<file path="src/rtl/set_counter_gen.sv">
// Set-membership counter: scans the GRID_N x GRID_N lattice one point per cycle
// and counts the points that satisfy a set expression over circles A, B and C.
module set_counter_gen #(
  parameter int unsigned GRID_N  = 8,
  parameter int unsigned COORD_W = 4,
  parameter int unsigned CNT_W   = 8
) (
  input  logic                   clk,
  input  logic                   rst,
  input  logic                   en,
  input  logic [6*COORD_W-1:0]   central,
  input  logic [3*COORD_W-1:0]   radius,
  input  logic [2:0]             mode,
  output logic                   busy,
  output logic                   valid,
  output logic [CNT_W-1:0]       candidate
);

  localparam int unsigned SQ_W  = 2 * COORD_W;
  localparam int unsigned SUM_W = 2 * COORD_W + 1;

  typedef enum logic [1:0] {
    IDLE = 2'd0,
    SCAN = 2'd1,
    DONE = 2'd2
  } state_t;

  state_t                 state_q;
  logic [COORD_W-1:0]     x_q, y_q;
  logic [6*COORD_W-1:0]   cen_q;
  logic [3*COORD_W-1:0]   rad_q;
  logic [2:0]             mode_q;
  logic                   hit_q, drain_q;
  logic                   busy_q, valid_q;
  logic [CNT_W-1:0]       candidate_q;

  logic                   a_in, b_in, c_in, hit_d;

  // Full-width distance test: squares at 2*COORD_W bits, sum one bit wider.
  function automatic logic in_circle(input logic [COORD_W-1:0] px, input logic [COORD_W-1:0] py,
                                     input logic [COORD_W-1:0] cx, input logic [COORD_W-1:0] cy,
                                     input logic [COORD_W-1:0] r);
    logic [COORD_W-1:0] dx, dy;
    logic [SQ_W-1:0]    dx2, dy2, r2;
    logic [SUM_W-1:0]   sum;
    dx  = (px >= cx) ? (px - cx) : (cx - px);
    dy  = (py >= cy) ? (py - cy) : (cy - py);
    dx2 = SQ_W'(dx) * SQ_W'(dx);
    dy2 = SQ_W'(dy) * SQ_W'(dy);
    r2  = SQ_W'(r) * SQ_W'(r);
    sum = SUM_W'(dx2) + SUM_W'(dy2);
    return (sum <= SUM_W'(r2));
  endfunction

  always_comb begin
    a_in  = in_circle(x_q, y_q, cen_q[6*COORD_W-1 -: COORD_W], cen_q[5*COORD_W-1 -: COORD_W],
                      rad_q[3*COORD_W-1 -: COORD_W]);
    b_in  = in_circle(x_q, y_q, cen_q[4*COORD_W-1 -: COORD_W], cen_q[3*COORD_W-1 -: COORD_W],
                      rad_q[2*COORD_W-1 -: COORD_W]);
    c_in  = in_circle(x_q, y_q, cen_q[2*COORD_W-1 -: COORD_W], cen_q[COORD_W-1 -: COORD_W],
                      rad_q[COORD_W-1 -: COORD_W]);
    hit_d = 1'b0;
    case (mode_q)
      3'b000:  hit_d = a_in;
      3'b001:  hit_d = a_in & b_in;
      3'b010:  hit_d = a_in ^ b_in;
      3'b011:  hit_d = (a_in & b_in & ~c_in) | (a_in & ~b_in & c_in) | (~a_in & b_in & c_in);
      3'b100:  hit_d = a_in | b_in;
      3'b101:  hit_d = a_in | b_in | c_in;
      3'b110:  hit_d = a_in & b_in & c_in;
      default: hit_d = 1'b0;
    endcase
  end

  // Membership is registered, so the count trails the scan by one cycle (drain).
  always_ff @(posedge clk or posedge rst) begin
    if (rst) begin
      state_q     <= IDLE;
      x_q         <= '0;
      y_q         <= '0;
      cen_q       <= '0;
      rad_q       <= '0;
      mode_q      <= '0;
      hit_q       <= 1'b0;
      drain_q     <= 1'b0;
      busy_q      <= 1'b0;
      valid_q     <= 1'b0;
      candidate_q <= '0;
    end else begin
      case (state_q)
        IDLE: begin
          valid_q <= 1'b0;
          if (en) begin
            cen_q       <= central;
            rad_q       <= radius;
            mode_q      <= mode;
            candidate_q <= '0;
            x_q         <= COORD_W'(1);
            y_q         <= COORD_W'(1);
            hit_q       <= 1'b0;
            drain_q     <= 1'b0;
            busy_q      <= 1'b1;
            state_q     <= SCAN;
          end
        end
        SCAN: begin
          candidate_q <= candidate_q + CNT_W'(hit_q);
          if (drain_q) begin
            valid_q <= 1'b1;
            state_q <= DONE;
          end else begin
            hit_q <= hit_d;
            if (x_q == COORD_W'(GRID_N)) begin
              if (y_q == COORD_W'(GRID_N)) begin
                drain_q <= 1'b1;
              end else begin
                x_q <= COORD_W'(1);
                y_q <= y_q + COORD_W'(1);
              end
            end else begin
              x_q <= x_q + COORD_W'(1);
            end
          end
        end
        DONE: begin
          valid_q <= 1'b0;
          busy_q  <= 1'b0;
          state_q <= IDLE;
        end
        default: state_q <= IDLE;
      endcase
    end
  end

  assign busy      = busy_q;
  assign valid     = valid_q;
  assign candidate = candidate_q;

endmodule

</file>
<file path="config.mk">
export PLATFORM = sky130hd
export DESIGN_NAME = set_counter_gen
export DESIGN_NICKNAME = d
export VERILOG_FILES = /design/src/rtl/set_counter_gen.sv
export SDC_FILE = /design/constraint.sdc
export NUM_CORES = 1
export LEC_CHECK = 0
export ABC_AREA = 0
export CAP_MARGIN = 5
export CELL_PAD_IN_SITES_DETAIL_PLACEMENT = 1
export CELL_PAD_IN_SITES_GLOBAL_PLACEMENT = 1
export CORE_MARGIN = 5
export CORE_UTILIZATION = 45
export CTS_CLUSTER_SIZE = 12
export DETAILED_ROUTE_END_ITERATION = 10
export DONT_BUFFER_PORTS = 1
export GPL_ROUTABILITY_DRIVEN = 1
export PLACE_DENSITY_LB_ADDON = 0.1
export SLEW_MARGIN = 20
export SYNTH_ARGS = -nofsm -noshare
export SYNTH_HDL_FRONTEND = slang
export SYNTH_SLANG_ARGS = --single-unit
</file>
<file path="constraint.sdc">
create_clock -name clk -period 8.5 [get_ports clk]
set_input_delay 1.7 -clock clk [delete_from_list [all_inputs] [get_ports clk]]
set_output_delay 1.7 -clock clk [all_outputs]
set_load 0.03 [all_outputs]
</file>
==> metrics list, run 1 <==
- Final number of hold-violating endpoints: 0
- Combined area of the multi-input logic cells: 5240 um2
- CP Capture Type: flip-flop
- The most common cell in the synthesized netlist is sky130_fd_sc_hd__ha_1.
- In the final routed layout, each cell accounts on average for approximately 17 um.
- Standard cell with the maximum stage delay on the critical path: sky130_fd_sc_hd__fa_1
- The number of clock buffers added by TritonCTS is 9.
- Ranking of synthesized cells by instance count: sky130_fd_sc_hd__ha_1, sky130_fd_sc_hd__inv_1, sky130_fd_sc_hd__dfrtp_1
- Synth top area cells: sky130_fd_sc_hd__ha_1, sky130_fd_sc_hd__dfrtp_1, sky130_fd_sc_hd__fa_1
* Clock network latency to the later pin of the worst-skew pair: 0.35 ns
- The worst hold path belongs to the class reg2reg.
* Post-Synthesis Mean Instance Area: 9.33 um2
* Post-Syn Area: 7290 um2
- Cells with a size suffix above 1 make up a little over 8% of the layout.
- Hold buffer count at CTS: 0
- Top cell family by delay on the critical path: adder cells
- Global-route met3 utilization: under 10%
* Violation count after the first detailed-route iteration: 111
* Post-route cell area: between 7000 and 8000 um2
* Flops & latches, synth: 61
- Std cell rows: 46
- After technology mapping, the gate count stands at 781.
- Critical path arrival: 8.18 ns
* Max Cap Violations: 0
- The total count of max-transition violations in the final report was 0.
* DRC: 0
* FF/Latch Area: 1530 um2
- At the end of the flow, the number of nets in the layout was around 1000.
* Final clock period utilization by the worst path: a little over nine tenths
- STA classifies the critical path startpoint as a flip-flop.
- The number of antenna diodes in the final layout is 0.
- For the worst setup path, the data required time is 8.72 ns.
* Crit path largest cell delay: 0.54 ns
- Proportion of netlist area held by the largest area contributor: 23.4%
- During I/O placement, the number of pins put on the boundary was 52.
* Overall routing resource usage: 19.7%
- Total gr overflow: 0
- Largest clock skew in the final design: roughly 0.0086 ns
- Crit-path most repeated cell: sky130_fd_sc_hd__fa_1
- Input and output buffers added on the ports amount to 0.
- Peak-usage layer in the global routing report: met2
* Met1 Use GR: 23.1%
* Outcome: completed
- First-pass iteration count of the detailed router: 4
- The first global-routing pass estimated 29400 um of wire.
- Pin count of the biggest net entering global routing: 62
* TritonCTS clock tree: built
- CP Buf/Inv Count: 4
- Clock root cell: sky130_fd_sc_hd__clkbuf_16
- In the routed layout, each cell is associated on average with a via count of 5.31.
* Detail Placement HPWL: ~14000 um
- The routed design could run at a clock period as short as 7.97 ns.
- Final-layout worst hold slack: 0.545 ns
* Clock slew at reported path FFs: ~0.060 ns
- The detail route stage leaves a number of antenna-violating nets equal to 0.
- Worst slew margin relative to its limit: 42.8%
* Die Height: 137 um
- The die is 137 um wide.
- Part of the Yosys area used for sequential elements: 20.9%
- Clock tree sinks: just over 60
* Vias in the first global route: 6230
- Top flip-flop cell by instance count after synthesis: sky130_fd_sc_hd__dfrtp_1
- Antenna violations before repair: 0
* Yosys top cell by area: sky130_fd_sc_hd__ha_1
- Placeable core region: ~16000 um2
- Final weighted congestion of routability-driven global placement: 0.847
- The filler cells instantiated in the layout total approximately 1800.
- The clock passes through at most 2 buffers.
- Async S/R FF share, synth: 100%
- The initial utilization of the core area, before any placement, comes to 45.9%.
* Highest net fanout along the worst path: 8
* Maximum clock frequency: 126 MHz
- The synthesized design contains 0 enable-type register cells.
- The die covers about 19000 um2.
* Worst setup path class: reg2reg
- Synth-to-Final Area Change: 8.98%
- Synth warnings: 0
- Worst Max-Slew Pin Slew: 0.857 ns
* Post-Place Cell Area: around 7600 um2
- Detailed-route via count: 5387
- The number of nets in the synthesized netlist is 1004.
* Met2 Track Usage GR: 36.3%
- Post-synthesis cell type count: 53
- Setup violations remaining at the end of the flow were counted as 0.
- Cells fill 50.0% of the core in the end.
- Summed over all layers, the routed wires come to between 15000 and 20000 um.
- Total number of H-tree levels: 3
[tightest hold or removal path: stages (launching register included)]
cell	delay [ns]
sky130_fd_sc_hd__dfrtp_1	0.32
sky130_fd_sc_hd__inv_1	0.05
sky130_fd_sc_hd__o21ai_0	0.14
[layer usage]
metal	up-vias	routed length, um
met5	-	0
met1	2696	7350
met2	56	8920
met3	19	560
li1	2616	-
met4	0	306
[registers in the layout (all words and copies together), names as in the netlist]
| signal | cells |
|---|---|
| rad_q | 12 |
| cen_q | 24 |
| drain_q | 1 |
| y_q | 4 |
| x_q | 4 |
| candidate | 8 |
| valid | 1 |
| hit_q | 1 |
| state_q | 2 |
| busy | 1 |
| mode_q | 3 |
[path summary, 6_finish.rpt]
check,startpoint,end,slack (ns),depth (start not counted)
worst max-delay path,x_q[0],hit_q,0.53,32
worst min-delay path,cen_q[7],cen_q[7],0.54,2
worst max register to register,x_q[0],hit_q,0.53,32
worst min register to register,cen_q[7],cen_q[7],0.54,2
max in group asynchronous,rst,y_q[1],6.39,2
min in group asynchronous,rst,cen_q[2],1.46,2
[stage by stage]
step / instances / worst slack [ns] / setup TNS [ns]
after global placement: 993 / 0.528 / 0
final: 1014 / 0.534 / 0
after CTS: 1009 / 0.290 / 0
after detailed placement: 993 / 0.294 / 0
after global routing: 1014 / -0.0439 / -0.0439
after floorplan: 781 / 1.08 / 0
[cell usage in the layout, fill, tap and decap left out, drive strengths merged, types with 16 or more instances in the layout]
cell type / n
mux2: 16
nand2b: 24
nand2: 43
nor2: 43
a21oi: 41
dfrtp: 61
a21o: 36
xnor2: 22
mux2i: 19
inv: 136
and2: 17
ha: 136
o21ai: 38
xor2: 16
fa: 45
[cell type report]
class                   instances  area share [%]
flip-flops and latches         61            19.3
well taps                     216            3.40
multi-input cells             576            65.9
clock inverters                 6            1.20
clock buffers                  10            2.88
repair buffers                 10           0.945
inverters                     135            6.38
[cells by family after synthesis]
group / Yosys count / synth area share, %
AO/OA/AOI/OAI: 151 / 14.1
XOR/XNOR: 38 / 4.88
adder cells (fa/ha/maj): 181 / 35.7
buffers and inverters: 144 / 7.50
flip-flops: 61 / 20.9
multiplexers: 35 / 5.08
AND/OR/NAND/NOR: 171 / 11.8
[what timing repair did]
item,in CTS,in global routing
setup endpoints to repair,0,1
buffers inserted,0,5
gates resized for setup,0,6
Power of run 1 is left out: the tool's default activity adds up to more than one toggle a clock period on the data nets, which glitch-free logic cannot reach.
==> inputs of run 2 (changes only) <==
==> constraint.sdc (replaced) <==
create_clock -name clk -period 9.7 [get_ports clk]
set_input_delay 1.94 -clock clk [delete_from_list [all_inputs] [get_ports clk]]
set_output_delay 1.94 -clock clk [all_outputs]
set_load 0.03 [all_outputs]
==> metrics list, run 2 (synthesis results as in run 1) <==
* Outcome: completed
* Synth-to-Final Area Change: 7.92%
- Most common cell after layout, fill and taps aside: sky130_fd_sc_hd__ha_1
* Setup total negative slack: 0 ns (unchanged)
- STA classifies the critical path startpoint as a flip-flop.
- The aggregate routed wire length is 17200 um (+0.37%).
- The post-route clock skew was 0.00952 ns (+0.000918 ns).
* Detailed-route via count: 5312 (-1.4%)
* Share of layout cells above drive strength 1: 6.58% (-1.7 points)
- The antenna diode count is 0 (unchanged).
* Total number of H-tree levels: 3 (unchanged)
* Die Height: 137 um (unchanged)
- The number of placement rows was 46 (unchanged).
- Pin count of the biggest net entering global routing: 62 (unchanged)
- The startpoint identified for the worst hold timing path is cen_q[7].
* Classification of the worst-slack hold path: reg2reg
- The minimum setup slack among reg-to-reg paths came to 1.39 ns (+0.86 ns).
* Post-route ant nets: 0 (unchanged)
- Full die area: 18800 um2 (unchanged)
- The final hold violation count was 0 (unchanged).
- The required time reported for the critical path endpoint is 9.91 ns (+1.19 ns).
- The count of hold-fix buffers inserted at cts was 0 (unchanged).
- The data arrival time of the critical path was 8.51 ns (+0.33 ns).
- Crit-path most repeated cell: sky130_fd_sc_hd__fa_1
- Starting density of the core: 45.9% (unchanged)
- Overall routing resource usage: 20.1% (+0.33 points)
- Worst reg2reg path endpoint: hit_q
- The number of gates resized after CTS came to 0 (unchanged).
* Placeable core region: 15900 um2 (unchanged)
- The number of CTS-inserted buffers was 9 (unchanged).
- Hold depth: 2 (unchanged)
* Vias in the first global route: 6143 (-1.4%)
- Clock tree sinks: 61 (unchanged)
* Antenna violations before repair: 0 (unchanged)
* Clock slew at reported path FFs: 0.06 ns (about the same)
- The number of failing setup endpoints in the final timing report is 0 (unchanged).
- First-pass iteration count of the detailed router: 4 (unchanged)
* DRC: 0 (unchanged)
- The peak fanout along the critical path came to 10 (+2).
* Count of final max-slew check failures: 0 (unchanged)
- The wire length of the first global-routing pass is 29800 um (+1.5%).
- Max reg flops: 24 (unchanged)
- Clock root cell: sky130_fd_sc_hd__clkbuf_16
- The final core utilization was 49.5% (-0.49 points).
- Detail Placement HPWL: 14200 um (+1.2%)
- The width of the chip came to 137 um (unchanged).
- I/O pin total: 52 (unchanged)
- Routed len/inst: 17.1 um (+1.2%)
* Maximum clock frequency: 120 MHz (-4.1%)
* Period minus WS final: 8.31 ns (+0.341 ns)
* Total gr overflow: 0 (unchanged)
* Crit path largest cell delay: 0.66 ns (+0.12 ns)
- Mean number of vias per cell: 5.28 (-0.61%)
- Ranked by flip-flop count, first place goes to cen_q.
* Worst setup path class: reg2reg
- The actual slew at the worst max-slew pin was 0.837 ns (-0.0199 ns).
* Count of port buffers added during placement: 0 (unchanged)
- Setup repair after global routing left no endpoint under its margin.
- The worst reg-to-reg path cell count was 30 (-6.3%).
- TritonCTS clock tree: built
- The largest individual stage delay along the critical path comes from the cell sky130_fd_sc_hd__dfrtp_1.
- The clock insertion delay at the later pin of the skew report was 0.35 ns (about the same).
- The total number of nets in the final design was 1008 (-0.79%).
- The total of max-cap violations is 0 (unchanged).
* Beginning of the worst register-to-register path: x_q[1]
* Top library cells by usage in the layout, fill and taps aside: sky130_fd_sc_hd__ha_1, sky130_fd_sc_hd__inv_1, sky130_fd_sc_hd__dfrtp_1, sky130_fd_sc_hd__fa_1, sky130_fd_sc_hd__nand2_1
- The worst max-slew margin expressed relative to the limit was 44.2% (+1.3 points).
- The worst setup path is captured at a flip-flop.
* Hold worst-path end: cen_q[7]
- Final weighted congestion of routability-driven global placement: 0.830 (-2.0%)
- Violation count after the first detailed-route iteration: 135 (+22%)
- The period utilization was 85.6% (-8.1 points).
- Buffers from clock root to sink, at most: 2 (unchanged)
- The post-CTS setup repair buffer count was 0 (unchanged).
[run 2: stage by stage]
step	hold WS [ns]	instances	setup WS [ns]	cell area, um2
floorplan	0.507	781	2.28	7290
global placement	0.527	990	1.61	7540
detailed placement	0.537	990	1.34	7540
CTS	0.555	1006	1.29	7860
global route	0.597	1006	0.790	7860
finish	0.549	1006	1.39	7860
[run 2: routing by layer]
layer / up-vias / wire, um / track usage [%]
met2: 49 / 8910 / 36.2
met5: - / 0 / 0
met4: 0 / 270 / 5.32
met3: 20 / 560 / 4.31
li1: 2608 / - / -
met1: 2635 / 7450 / 24.2
[run 2: how the worst max path moves through the flow]
stage                      start  endpoint  slack [ns]
after detailed placement  x_q[1]     hit_q        1.34
final                     x_q[1]     hit_q        1.39
after global routing      y_q[1]     hit_q        0.79
after floorplan           x_q[1]     hit_q        2.28
after CTS                 x_q[1]     hit_q        1.29
after global placement    x_q[1]     hit_q        1.61
[run 2: critical path, delay by kind of cell, from the launching register on]
family                   cells  cell delay [ns]
buffers and inverters        3             0.52
flip-flops                   1             0.66
AND/OR/NAND/NOR              3             0.58
multiplexers                 1             0.23
AO/OA/AOI/OAI               12             2.19
XOR/XNOR                     2             0.46
adder cells (fa/ha/maj)      9             3.52
[run 2: final cells by class]
class,instances,area (um2)
Clock buffer,10,229
Clock inverter,6,95.1
Fill cell,1883,8020
Inverter,135,507
Multi-Input combinational cell,576,5220
Sequential cell,61,1530
Tap cell,216,270
Timing Repair Buffer,2,15.0
Power of run 2 is left out for the same reason.
